<file path="src/rtl/mul_pkg.sv">
`default_nettype none
// ============================================================================
//  Module   : mul_pkg
//  Brief    : Shared types and constants for the sequential shift-and-add
//             multiplier (state encoding, operand/product/count widths).
//  Revision : 1.0 - initial release
// ============================================================================
package mul_pkg;

    localparam int MUL_WIDTH   = 32;
    localparam int PROD_WIDTH  = 2 * MUL_WIDTH;
    localparam int COUNT_WIDTH = $clog2(MUL_WIDTH) + 1;

    // Explicit 2-bit encoding so the state register width is fixed
    typedef enum logic [1:0] {
        IDLE = 2'd0,
        BUSY = 2'd1,
        DONE = 2'd2
    } state_t;

endpackage : mul_pkg
`default_nettype wire

</file>
<file path="src/rtl/left_shifter_1.sv">
`default_nettype none
// ============================================================================
//  Module   : left_shifter_1
//  Brief    : Single-position logical left shifter; the vacated LSB is
//             always filled with 0.
//  Revision : 1.0 - initial release
// ============================================================================
module left_shifter_1 #(
    parameter int WIDTH = 64
) (
    input  logic [WIDTH-1:0] i_data,
    output logic [WIDTH-1:0] o_data
);

    // Drop the MSB, insert a constant 0 at the LSB
    assign o_data = {i_data[WIDTH-2:0], 1'b0};

endmodule : left_shifter_1
`default_nettype wire

</file>
<file path="src/rtl/seq_shift_add_multiplier.sv">
`default_nettype none
// ============================================================================
//  Module   : seq_shift_add_multiplier
//  Brief    : Unsigned sequential shift-and-add multiplier. One partial
//             product per cycle, exactly WIDTH iterations, start/done
//             handshake, product held until the next accepted start.
//  Revision : 1.0 - initial release
// ============================================================================
module seq_shift_add_multiplier
    import mul_pkg::*;
#(
    parameter int WIDTH = MUL_WIDTH
) (
    input  logic                 clock,
    input  logic                 reset,
    input  logic                 start,
    input  logic [WIDTH-1:0]     multiplicand,
    input  logic [WIDTH-1:0]     multiplier,
    output logic                 busy,
    output logic                 done,
    output logic [2*WIDTH-1:0]   product
);

    localparam int                    c_PROD_WIDTH  = 2 * WIDTH;
    localparam int                    c_COUNT_WIDTH = $clog2(WIDTH) + 1;
    localparam logic [c_COUNT_WIDTH-1:0] c_LAST_ITER = c_COUNT_WIDTH'(WIDTH - 1);

    state_t                     r_state;
    logic [c_PROD_WIDTH-1:0]    r_mcand;
    logic [WIDTH-1:0]           r_mplier;
    logic [c_PROD_WIDTH-1:0]    r_acc;
    logic [c_COUNT_WIDTH-1:0]   r_count;
    logic                       r_busy;
    logic                       r_done;
    logic [c_PROD_WIDTH-1:0]    w_mcandShifted;

    // Shift path for the multiplicand; its zero LSB keeps the shift logical
    left_shifter_1 #(
        .WIDTH (c_PROD_WIDTH)
    ) u_shifter (
        .i_data (r_mcand),
        .o_data (w_mcandShifted)
    );

    // Control FSM and datapath; busy/done are registered alongside the state
    always_ff @(posedge clock or posedge reset) begin
        if (reset) begin
            r_state  <= IDLE;
            r_mcand  <= '0;
            r_mplier <= '0;
            r_acc    <= '0;
            r_count  <= '0;
            r_busy   <= 1'b0;
            r_done   <= 1'b0;
        end else begin
            case (r_state)
                // DONE accepts a new start exactly like IDLE, which gives
                // back-to-back operation without an idle bubble
                IDLE, DONE: begin
                    r_done <= 1'b0;
                    if (start) begin
                        r_mcand  <= {{(c_PROD_WIDTH-WIDTH){1'b0}}, multiplicand};
                        r_mplier <= multiplier;
                        r_acc    <= '0;
                        r_count  <= '0;
                        r_busy   <= 1'b1;
                        r_state  <= BUSY;
                    end else begin
                        r_state  <= IDLE;
                    end
                end
                // One partial product per cycle; start is ignored here
                BUSY: begin
                    if (r_mplier[0]) begin
                        r_acc <= r_acc + r_mcand;
                    end
                    r_mcand  <= w_mcandShifted;
                    r_mplier <= r_mplier >> 1;
                    r_count  <= r_count + 1'b1;
                    if (r_count == c_LAST_ITER) begin
                        r_busy  <= 1'b0;
                        r_done  <= 1'b1;
                        r_state <= DONE;
                    end
                end
                default: begin
                    r_busy  <= 1'b0;
                    r_done  <= 1'b0;
                    r_state <= IDLE;
                end
            endcase
        end
    end

    assign busy    = r_busy;
    assign done    = r_done;
    assign product = r_acc;

endmodule : seq_shift_add_multiplier
`default_nettype wire

</file>
<file path="config.mk">
export PLATFORM = sky130hd
export DESIGN_NAME = seq_shift_add_multiplier
export DESIGN_NICKNAME = d
export VERILOG_FILES = /design/src/rtl/mul_pkg.sv /design/src/rtl/left_shifter_1.sv /design/src/rtl/seq_shift_add_multiplier.sv
export SDC_FILE = /design/constraint.sdc
export NUM_CORES = 1
export LEC_CHECK = 0
export CELL_PAD_IN_SITES_DETAIL_PLACEMENT = 1
export CELL_PAD_IN_SITES_GLOBAL_PLACEMENT = 2
export CORE_MARGIN = 4
export CORE_UTILIZATION = 31
export DETAILED_ROUTE_END_ITERATION = 7
export PLACE_DENSITY = 0.87
export SLEW_MARGIN = 20
export SYNTH_ARGS = -nofsm -noshare
export SYNTH_HDL_FRONTEND = slang
export SYNTH_SLANG_ARGS = --single-unit
</file>
<file path="constraint.sdc">
create_clock -name clock -period 5.34 [get_ports clock]
set_clock_uncertainty 0.2 [all_clocks]
set_input_delay 0.534 -clock clock [delete_from_list [all_inputs] [get_ports clock]]
set_output_delay 0.534 -clock clock [all_outputs]
set_load 0.005 [all_outputs]
</file>
==> results.cfg <==
[status]
status = finished, final reports clean

[clock_tree]
htree_levels = 4
holdBufCountCts = 0
cts_root_buffer = clkbuf_16
cts_resized = 0
post_cts_buffers = 0
clkLatencyLatePin_ps = 450
clkTransAtPathRegs_ps = 80
clkSinkCount = 169
cts_tree = built
cts_buffers = 17
clock_tree.buffer_depth = 2

[final_layout]
fin_area_um2 = 12400
nFillCells = 3725
area_growth_pct = 22.7
antennaDiodeCount = 0
final_core_utilization_pct = 39.1
nets = 1341
drive_above_1_share_pct = 4.67

[worst_setup_path]
crit_slowest_cell = o41ai_2
worst_setup_path_end_kind = flop
r2r_end = product[58]
crit_fanout = 3
reg2reg_slack_ps = 1570
timing.rr.start = r_mcand[0]
setup.worst_path.end = product[58]
start_kind = flop
criticalPathCategory = flop to flop
critPathArrivalTime_ps = 3900
crit_start = r_mcand[0]
crit_required_ps = 5470
max_stage_delay_ps = 510
crit_chain = ha_1 > inv_1 > fa_1 > nand2b_1 > a21oi_1 > o221ai_1 > a31oi_1 > o21ai_0 > o21ai_1 > nor2_1 > o41ai_2 > a211oi_1 > a211o_1
rr_worst_depth = 13

[sta]
setup_viol = 0
period_needed_ps = 3770
rsz0062_at_grt = false
finalMaxSlewViolations = 0
finalSetupTns_ps = 0
max_freq_mhz = 265
relSlewSlack_pct = 29.5
max_slew.worst_pin.slew_ps = 1050
finalHoldViolations = 0
fin_ws_ps = 1570
fin_crit_sh_pct = 70.6

[logic_synthesis]
synth_area_um2 = 10100
syn_nets = 1257
ys_top_cells_by_area = dfrtp_1 (42%), ha_1 (7.9%), nand2_1 (7.0%), a22oi_1 (4.5%), o21ai_0 (4.1%)
synth-seq-cells = 169
async_flop_share_pct = 100
synth_common_cells = nand2_1 (189), dfrtp_1 (169), o21ai_0 (84)
synth_edf_count = 0
ys_warn_count = 0
syn-instance-count = 1125
yosys.area.top_type = dfrtp_1
ys.flop_type = dfrtp_1
yosysSeqAreaShare_pct = 41.7
synth_most_common_cell = nand2_1
yosysUniqueCellTypes = 62
syn_area_per_cell_um2 = 9.02
synth_top_area_share_pct = 41.7

[routing]
first_pass_iters = 5
drc = 0
vias_per_cell = 5.39
dr_total_vias = 8919
wl_um = 30800
drtIter0Drc = 401
ant_nets = 0
avgRoutedWirePerCell_um = 18.6

[power_and_ir_drop]
peakVddDrop_v = 0.000348
p_int_uw = 4650
p_per_area_nw_per_um2 = 682
clockPowerShare_pct = 15.8
switching_share_pct = 45.2
p_leak_uw = 0.00562
switchingPower_uw = 3840
pwr-share-seq_pct = 27.9
p_comb_share_pct = 56.3

[placement]
dpl.hpwl_um = 21400
gp_congestion = 0.879
placed_cell_area_um2 = 11800
portBuffers = 132
dp_slack_ps = 1600

[floorplanning]
fp.dieArea_um2 = 35700
die_w_um = 189
core_um2 = 31900
start_util_pct = 31.8
io_pins = 133
fp-row-count = 65
die_h_um = 189

[worst_hold_path]
hold_class = flop to flop

[global_route]
grt_pass1_wl_um = 51200
grt_pass1_vias = 9484
grt_usage_pct = 17.4
grt_antenna_before_repair = 1
grt-ovfl-total = 0
grt_max_degree = 103

[flow_run]
cap_violations = 0
[final cells by class]
| class | count | area [um2] | area share [%] |
|---|---|---|---|
| Inverter | 17 | 68.8 | 0.553 |
| Clock buffer | 17 | 425 | 3.42 |
| Timing Repair Buffer | 138 | 1400 | 11.2 |
| Tap cell | 435 | 544 | 4.37 |
| Multi-Input combinational cell | 866 | 5600 | 45.0 |
| Sequential cell | 169 | 4230 | 34.0 |
| Clock inverter | 14 | 188 | 1.51 |
[through the flow]
step | total power (uW) | hold WS, ps | cells
5_1_grt | 9250 | 314 | 1656
4_1_cts | 8560 | 280 | 1656
3_5_place_dp | 7150 | 263 | 1625
2_1_floorplan | 5590 | 244 | 1125
3_3_place_gp | 7020 | 258 | 1625
6_report | 8490 | 279 | 1656
[cell usage in the layout (no fill, tap or decap), types with 7 or more instances in the layout]
master	netlist	final
a21o_1	37	37
a22o_1	35	35
o31ai_1	7	7
nand3_1	73	73
nand2_1	189	188
clkdlybuf4s50_1	0	132
o21ai_0	84	84
ha_1	64	64
o21a_1	8	8
nand4_1	14	14
a31oi_1	11	11
inv_1	17	16
nand2b_1	9	8
dfrtp_1	169	169
nor2_1	33	32
a22oi_1	61	61
o211ai_1	8	8
a211oi_1	9	9
and3_1	8	8
clkbuf_16	0	17
a21oi_1	64	64
o21bai_1	14	14
xnor2_1	32	32
xor2_1	24	24
[power groups by stage]
stage | clock, uW | combinational, uW | sequential [uW]
6_report | 1340 | 4780 | 2370
5_1_grt | 1430 | 5360 | 2450
4_1_cts | 1380 | 4810 | 2370
3_5_place_dp | 0 | 4760 | 2390
3_3_place_gp | 0 | 4660 | 2360
2_1_floorplan | 0 | 3350 | 2240
[cells by family (layout without fill, tap and decap cells)]
logic type | after synthesis | in the layout | synth area share, %
buffers and inverters | 90 | 186 | 3.44
multiplexers | 4 | 4 | 0.395
AND/OR/NAND/NOR | 362 | 362 | 16.1
flip-flops | 169 | 169 | 41.7
AO/OA/AOI/OAI | 379 | 379 | 25.5
adder cells (fa/ha/maj) | 65 | 65 | 8.09
XOR/XNOR | 56 | 56 | 4.83
[routing by layer]
layer  global-route usage (%)  vias to the layer above  share of wire, %
li1                         -                     4282                 -
met1                     23.4                     4495                47
met2                     29.0                      119                48
met3                     3.56                       21               3.7
met4                     3.84                        2               1.1
met5                        0                        -             0.065
[worst max-delay path: cells and delay by family (launching register included)]
| family | cells | cell delay [ps] |
|---|---|---|
| buf+inv | 1 | 80 |
| flops | 1 | 390 |
| simple gates | 2 | 300 |
| fa+ha+maj | 2 | 630 |
| compound gates | 8 | 2060 |
[flip-flops by register name, indices dropped and copies added, names as in the netlist]
register	cells
product	64
r_mplier	32
r_mcand	64
r_count	6
r_state	2
busy	1
[worst min path at each step]
| stage | start | endpoint | cells after the start |
|---|---|---|---|
| 5_1_grt | product[63] | product[63] | 1 |
| 2_1_floorplan | r_count[5] | r_count[5] | 1 |
| 3_5_place_dp | r_mplier[5] | r_mplier[5] | 2 |
| 4_1_cts | r_mplier[5] | r_mplier[5] | 2 |
| 3_3_place_gp | r_mplier[8] | r_mplier[8] | 2 |
| 6_report | r_mplier[5] | r_mplier[5] | 2 |
Note: power is estimated with default switching activity, not from simulation.
